**config.mk**
```make
export PLATFORM = sky130hd
export DESIGN_NAME = mouse_packet_tracker
export DESIGN_NICKNAME = d
export VERILOG_FILES = /design/src/rtl/mouse_packet_tracker.sv
export SDC_FILE = /design/constraint.sdc
export NUM_CORES = 1
export LEC_CHECK = 0
export BUFFER_PORTS_ARGS = -buffer_cell sky130_fd_sc_hd__buf_2
export CAP_MARGIN = 20
export CORE_MARGIN = 5
export CORE_UTILIZATION = 54
export CTS_CLUSTER_DIAMETER = 30
export DETAILED_ROUTE_END_ITERATION = 6
export PLACE_DENSITY = 0.79
export SYNTH_ARGS = -nofsm -noshare
export SYNTH_HDL_FRONTEND = slang
export SYNTH_SLANG_ARGS = --single-unit
```
**constraint.sdc**
```tcl
create_clock -name clk -period 2.6 [get_ports clk]
set_input_delay 0.26 -clock clk [delete_from_list [all_inputs] [get_ports clk]]
set_output_delay 0.26 -clock clk [all_outputs]
set_load 0.01 [all_outputs]
```
**src/rtl/mouse_packet_tracker.sv**
```systemverilog
// PS/2 mouse packet tracker: assembles 3-byte packets, integrates motion into a
// clamped screen cursor position and reports button levels and click/packet pulses.
module mouse_packet_tracker #(
    parameter int X_MAX       = 639,
    parameter int Y_MAX       = 479,
    parameter int TIMEOUT_CYC = 200000
) (
    input  logic       clk,
    input  logic       rst,
    input  logic [7:0] ps2_byte,
    input  logic       ps2_byte_valid,
    output logic [9:0] MOUSE_X_POS,
    output logic [9:0] MOUSE_Y_POS,
    output logic       mouse_left,
    output logic       mouse_right,
    output logic       left_click,
    output logic       pkt_done
);

    // state   | meaning
    // WAIT_B0 | hunting for a status byte (bit3 set)
    // WAIT_B1 | status latched, waiting for dx byte
    // WAIT_B2 | dx latched, waiting for dy byte
    // COMMIT  | full packet held, outputs update on the edge leaving this state
    typedef enum logic [1:0] {WAIT_B0, WAIT_B1, WAIT_B2, COMMIT} state_t;

    localparam int TW = (TIMEOUT_CYC < 2) ? 1 : $clog2(TIMEOUT_CYC + 1);
    localparam logic [TW-1:0] TMR_LOAD = TW'(TIMEOUT_CYC - 1);
    localparam logic signed [11:0] X_MAX_S = 12'(X_MAX);
    localparam logic signed [11:0] Y_MAX_S = 12'(Y_MAX);

    state_t           state;
    logic [7:0]       status_q;
    logic [7:0]       dx_q;
    logic [7:0]       dy_q;
    logic [TW-1:0]    tmr;

    logic             timeout_hit;
    logic signed [11:0] dx_s;
    logic signed [11:0] dy_s;
    logic signed [11:0] sum_x;
    logic signed [11:0] sum_y;
    logic [9:0]       next_x;
    logic [9:0]       next_y;

    function automatic logic [9:0] clamp(input logic signed [11:0] v,
                                         input logic signed [11:0] max);
        logic [9:0] r;
        if (v < 12'sd0)
            r = 10'd0;
        else if (v > max)
            r = max[9:0];
        else
            r = v[9:0];
        return r;
    endfunction

    // Timer runs down from load value; terminal count ends a stalled packet.
    assign timeout_hit = ((state == WAIT_B1) || (state == WAIT_B2)) && (tmr == '0);

    assign dx_s  = {{3{status_q[4]}}, status_q[4], dx_q};
    assign dy_s  = {{3{status_q[5]}}, status_q[5], dy_q};
    assign sum_x = $signed({2'b00, MOUSE_X_POS}) + dx_s;
    assign sum_y = $signed({2'b00, MOUSE_Y_POS}) - dy_s;
    assign next_x = status_q[6] ? MOUSE_X_POS : clamp(sum_x, X_MAX_S);
    assign next_y = status_q[7] ? MOUSE_Y_POS : clamp(sum_y, Y_MAX_S);

    always_ff @(posedge clk) begin
        if (rst) begin
            state       <= WAIT_B0;
            tmr         <= '0;
            status_q    <= 8'h00;
            dx_q        <= 8'h00;
            dy_q        <= 8'h00;
            MOUSE_X_POS <= 10'd320;
            MOUSE_Y_POS <= 10'd240;
            mouse_left  <= 1'b0;
            mouse_right <= 1'b0;
            left_click  <= 1'b0;
            pkt_done    <= 1'b0;
        end else begin
            left_click <= 1'b0;
            pkt_done   <= 1'b0;
            case (state)
                WAIT_B0: begin
                    if (ps2_byte_valid && ps2_byte[3]) begin
                        status_q <= ps2_byte;
                        tmr      <= TMR_LOAD;
                        state    <= WAIT_B1;
                    end
                end
                WAIT_B1: begin
                    if (timeout_hit) begin
                        state <= WAIT_B0;
                    end else if (ps2_byte_valid) begin
                        dx_q  <= ps2_byte;
                        tmr   <= TMR_LOAD;
                        state <= WAIT_B2;
                    end else begin
                        tmr <= tmr - TW'(1);
                    end
                end
                WAIT_B2: begin
                    if (timeout_hit) begin
                        state <= WAIT_B0;
                    end else if (ps2_byte_valid) begin
                        dy_q  <= ps2_byte;
                        tmr   <= TMR_LOAD;
                        state <= COMMIT;
                    end else begin
                        tmr <= tmr - TW'(1);
                    end
                end
                COMMIT: begin
                    MOUSE_X_POS <= next_x;
                    MOUSE_Y_POS <= next_y;
                    mouse_left  <= status_q[0];
                    mouse_right <= status_q[1];
                    left_click  <= status_q[0] & ~mouse_left;
                    pkt_done    <= 1'b1;
                    state       <= WAIT_B0;
                end
                default: state <= WAIT_B0;
            endcase
        end
    end

endmodule

```
[Word level (Yosys, flattened, before mapping)]
Index checks and enable logic that the tools add are counted.
Word-level totals
  flip-flop bits (word level): 68
  output and inout port bits: 24
Cells by class
  muxes and demuxes: 15
  reduce and logical (&&, ||, !) cells: 15
  bitwise logic cells: 6
  $lt $le $gt $ge: 4
  equal/unequal tests: 7
  $add $sub $neg: 3
Operators by type and width (number)
  $mux W18: 3
  $mux W10: 4
  $pmux W18 S2: 1
  $lt A12 B1 Y1 const B: 2
  $logic_not A18 Y1: 1
  $sub A18 B1 Y18 const B: 1
  $add A11 B9 Y12: 1
  $gt A12 B10 Y1 const B: 1
  $gt A12 B11 Y1 const B: 1
  $reduce_and A3 Y1: 4
  $sub A11 B9 Y12: 1
  $mux W2: 5
  $pmux W2 S4: 1
  $ne A3 B3 Y1 const B: 2
  $reduce_and A2 Y1: 3
  $not A1 Y1: 5
  $eq A2 B2 Y1 const B: 2
  $ne A2 B2 Y1 const B: 2
  $reduce_or A2 Y1: 2
  $eq A2 B1 Y1 const B: 1
  $logic_and A1 B1 Y1: 2
  $logic_not A2 Y1: 1
  $reduce_bool A2 Y1: 1
  $and A1 B1 Y1: 1
  other kinds (2): 2

[Logic depth before layout (Yosys ltp)]
  depth in word-level cells: 5
  depth in mapped cells: 12

[Worst setup path after synthesis]
Ideal clock, no wire load.
  path type: register to register
  start point: register MOUSE_X_POS[0]
  end point: register MOUSE_X_POS[8]
  arrival: 2.497 ns
  required time: 2.478 ns
  slack: -0.019 ns
  stages on the path, launching flop included: 12
  cells stage by stage: dfxtp_1 ha_1 inv_1 fa_1 nor2b_1 o211ai_1 a21boi_0 o211ai_1 a211oi_1 o2bb2a_1 a21boi_2 a221o_1
Between the ends
  cells in the longest elaborated chain, start to end: 4
  elaborated cells on any way between the ends: 5
  those cells by class: add/sub (1); order compare (2); mux (2)
RTL lines
  start, declared: RTL line 12  | output logic [9:0] MOUSE_X_POS,
  start signal, assigned: RTL line 115  | MOUSE_X_POS <= next_x;
  $add A11 B9 Y12 *: RTL line 63  | assign sum_x = $signed({2'b00, MOUSE_X_POS}) + dx_s;
  $gt A12 B11 Y1: RTL line 51  | else if (v > max)
  $mux W10: RTL line 51
  $mux W10 *: RTL line 49  | if (v < 12'sd0)
Mark *: on every way between the ends. The rest lies on a longest branch, timed or not.
A chain may end at the register's enable or synchronous reset.

[Worst setup path in the final report]
  start point: register MOUSE_X_POS[1]
  end point: register MOUSE_X_POS[8]
Same word-level chain as after synthesis.

==> flow_metrics.py <==
metrics = {
    "run_status": {
        "outcome": "completed",
    },
    "placed_design": {
        "gp_congestion": 0.853,
        "io_buffers": 34,
        "post-place-cells": 567,
        "place.detailed.hpwl_um": 6120,
        "place_area_um2": 4140,
    },
    "sta": {
        "timing.final.crit_share": 0.973,
        "setup_viol": 0,
        "fmax_ghz": 0.395,
        "tns_ns": 0,
        "hold_viol": 0,
        "rsz0062_at_grt": "true",
        "tightest_slew_ns": 0.848,
        "worst_clock_skew_ns": 0.00379,
        "slew_viol_final": 0,
        "finalCriticalPeriod_ns": 2.53,
        "relSlewSlack": 0.435,
    },
    "power_and_ir_drop": {
        "p_int_mw": 1.71,
        "p_comb_frac": 0.229,
        "switching_share": 0.308,
        "pwr_density_cell_nw_per_um2": 557,
        "power_frac_clock": 0.310,
        "power_mw": 2.47,
        "p_leak_nw": 1.88,
        "switchingPower_uw": 762,
        "seqPwrFrac": 0.462,
        "vdd_drop_max_v": 0.000426,
    },
    "cts": {
        "cts_root_buf": "clkbuf_8",
        "clk-insertion-delay-late_ns": 0.33,
        "cts_hold_buf": 0,
        "cts.sinks": 66,
        "clk_pin_slew_worst_paths_ns": 0.07,
        "htree_levels": 3,
        "cts_buffer_depth": 2,
        "cts_buffers": 9,
        "cts_tree": "built",
    },
    "grt": {
        "grt_max_degree": 47,
        "grt_use_total": 0.202,
        "grt_antenna_before_repair": 0,
        "gr-total-overflow": 0,
        "grt_pass1_wl_um": 14300,
        "grt_pass1_vias": 3197,
    },
    "synth": {
        "syn-num-nets": 478,
        "synth_cells": 436,
        "syn_area_per_cell_um2": 8.74,
        "ys.flop_type": "dfxtp_1",
        "yosysWarnings": 0,
        "ys_async_sr_fraction": 0,
        "synth_edf_count": 0,
        "ys_seq_area_frac": 0.347,
        "ys_ff_latch": 66,
        "syn-cell-area_um2": 3810,
        "ys_types": 61,
    },
    "detailed_routing": {
        "ant_nets": 0,
        "routed_wl_um": 8560,
        "dr.pass1.iters": 4,
        "wl_met3_um": 371,
        "wl_per_cell_um": 14.7,
        "first_iter_violations": 172,
        "routedLengthMet1_um": 3850,
        "num_vias": 3309,
        "wl_met2_um": 4190,
        "highest_layer": "met4",
        "viasPerCell": 5.67,
        "drc": 0,
    },
    "setup_path": {
        "crit_family": "compound AO/OA/AOI/OAI gates",
        "crit_path_start_kind": "flip-flop",
        "crit_path_end": "MOUSE_X_POS[8]$_SDFFE_PP1P_",
        "endpoint_kind": "flip-flop",
        "r2r_slack_ns": 0.07,
        "timing.rr.start": "MOUSE_X_POS[1]$_SDFFE_PP0P_",
        "crit_arrival_ns": 2.75,
        "cp_num_cells": 10,
        "cp_max_fo": 9,
        "reg2reg_depth": 10,
        "criticalPathCategory": "reg2reg",
        "critPathRequiredTime_ns": 2.82,
        "slowest_delay_ns": 0.33,
        "crit_chain": "buf_4 > ha_1 > a21oi_2 > nor2b_2 > a31o_4 > a221o_1 > xor2_1 > nor2_1 > a21boi_4 > a221o_1",
        "crit_start": "MOUSE_X_POS[1]$_SDFFE_PP0P_",
        "crit_slowest_cell": "a221o_1",
        "crit_top_cell": "a221o_1",
        "crit_buf_inv": 1,
        "timing.rr.end": "MOUSE_X_POS[8]$_SDFFE_PP1P_",
    },
    "final_layout": {
        "drive_above_1_share": 0.203,
        "n_antenna_cell": 0,
        "final_cells": 584,
        "fin_nets": 526,
        "stdcell_area_um2": 4440,
        "fin_util": 0.650,
        "area_delta_synth_final_pct": 16.5,
    },
    "floorplan": {
        "chipWidth_um": 94.0,
        "io_pins": 35,
        "die_h_um": 94.0,
        "rows": 30,
        "core_area_um2": 6830,
        "die_area_um2": 8830,
        "start_util": 0.558,
    },
    "min_path": {
        "whs_path_depth": 3,
        "hp-class": "in2reg",
    },
    "run": {
        "drv_cap": 0,
    },
}
[placed cells by master, fill, tap and decap left out, types with 3 or more instances in the layout]
cell      instances
a221oi_1          3
mux2i_1          24
nor2_1           61
buf_2            34
nand2b_1         10
inv_1            22
xor2_1           16
nor3_1           10
a31oi_1           5
a21oi_1          30
o21a_1            4
a221o_1           3
nand2_1          26
a311oi_1          8
dfxtp_1          63
buf_4            13
and2_1            4
clkbuf_8         11
nand3_1           6
xnor2_1          10
a21oi_2           3
a211oi_1          4
nor2b_1           8
ha_1             27
clkinv_2          3
o21ai_0          11
a21o_1            8
dfxtp_2           3
[layout make-up]
class                           instances  area (um^2)
Multi-Input combinational cell        336         2460
Fill cell                             572         2390
Sequential cell                        66         1330
Timing Repair Buffer                   48          279
Clock buffer                           12          155
Tap cell                               96          120
Inverter                               23         86.3
Clock inverter                          3         15.0
[metal layers]
| metal | vias up | global-route usage |
|---|---|---|
| met5 | - | 0 |
| met3 | 13 | 0.0497 |
| met4 | 0 | 0.0722 |
| met1 | 1573 | 0.263 |
| met2 | 77 | 0.323 |
| li1 | 1646 | - |
[sequential cells by signal, indices dropped and copies added (netlist names), 2 cells and up]
name	flops
dx_q	8
MOUSE_X_POS	10
tmr	18
state	2
MOUSE_Y_POS	10
status_q	6
dy_q	8
[worst register-to-register path, stage by stage, from the launching register on]
cell	delay (ns)
dfxtp_1	0.31
buf_4	0.14
ha_1	0.31
a21oi_2	0.16
nor2b_2	0.07
a31o_4	0.25
a221o_1	0.31
xor2_1	0.16
nor2_1	0.23
a21boi_4	0.14
a221o_1	0.33
[cell families (layout without fill, tap and decap cells)]
| logic type | count (synthesis) | in the layout | share of synthesized area |
|---|---|---|---|
| flip-flops | 66 | 66 | 0.347 |
| adder cells (fa/ha/maj) | 31 | 31 | 0.106 |
| buffers and inverters | 34 | 86 | 0.0345 |
| multiplexers | 25 | 25 | 0.0657 |
| XOR/XNOR | 26 | 26 | 0.0598 |
| AO/OA/AOI/OAI | 102 | 102 | 0.182 |
| AND/OR/NAND/NOR | 152 | 152 | 0.206 |
[worst min-delay path by stage]
stage / endpoint / slack (ns) / from
after floorplan: pkt_done$_SDFF_PP0_ / 0.34 / rst
after global placement: tmr[6]$_SDFFE_PP0P_ / 0.46 / tmr[6]$_SDFFE_PP0P_
after detailed placement: tmr[6]$_SDFFE_PP0P_ / 0.46 / tmr[6]$_SDFFE_PP0P_
after CTS: dy_q[2]$_SDFFE_PP0P_ / 0.18 / ps2_byte[2]
after global routing: dy_q[2]$_SDFFE_PP0P_ / 0.19 / ps2_byte[2]
final: dy_q[2]$_SDFFE_PP0P_ / 0.19 / ps2_byte[2]
[synthesized netlist by cell type (2+ instances only)]
master / n / share of area
a21boi_0: 3 / 0.0059
a221o_1: 3 / 0.0079
a31oi_1: 5 / 0.0082
a21oi_1: 33 / 0.043
a21o_1: 8 / 0.016
nand2_1: 26 / 0.026
a221oi_1: 4 / 0.0092
buf_2: 2 / 0.0026
nor3_1: 10 / 0.013
nor4_2: 2 / 0.0066
clkbuf_1: 6 / 0.0059
ha_1: 29 / 0.095
xnor2_1: 10 / 0.023
xor2_1: 16 / 0.037
and3_1: 2 / 0.0033
nor2b_1: 10 / 0.016
nand3b_1: 2 / 0.0039
nand3_1: 6 / 0.0079
nor3b_1: 2 / 0.0039
nand2b_1: 10 / 0.016
a22o_1: 2 / 0.0046
inv_1: 23 / 0.023
a211oi_1: 5 / 0.0099
fa_1: 2 / 0.011
and2_1: 4 / 0.0066
o211ai_1: 2 / 0.0039
o21ai_0: 12 / 0.016
a311oi_1: 8 / 0.018
nor2_1: 62 / 0.061
mux2i_1: 25 / 0.066
dfxtp_1: 66 / 0.35
nand3_2: 2 / 0.0053
o21a_1: 4 / 0.0079
or3_1: 2 / 0.0033
buf_1: 2 / 0.0020
[per-stage QoR]
| step | hold slack [ns] | setup slack [ns] |
|---|---|---|
| after floorplan | 0.339 | 0.0275 |
| final | 0.190 | 0.0702 |
| after CTS | 0.182 | 0.00462 |
| after global routing | 0.195 | -0.0487 |
| after global placement | 0.457 | -0.0322 |
| after detailed placement | 0.462 | -0.153 |
[power groups by stage]
| stage | combinational [mW] | sequential (mW) | clock (mW) |
|---|---|---|---|
| after floorplan | 0.434 | 1.15 | 0 |
| after global placement | 0.530 | 1.16 | 0 |
| after detailed placement | 0.541 | 1.16 | 0 |
| after CTS | 0.548 | 1.14 | 0.773 |
| after global routing | 0.637 | 1.15 | 0.826 |
| final | 0.565 | 1.14 | 0.765 |
[repair_timing]
item	4_1_cts	5_1_grt
buffers inserted	0	2
pin swaps	3	9
gates resized for setup	5	24
endpoints found under the setup margin	8	18
Power figures use the tool's default switching activity.
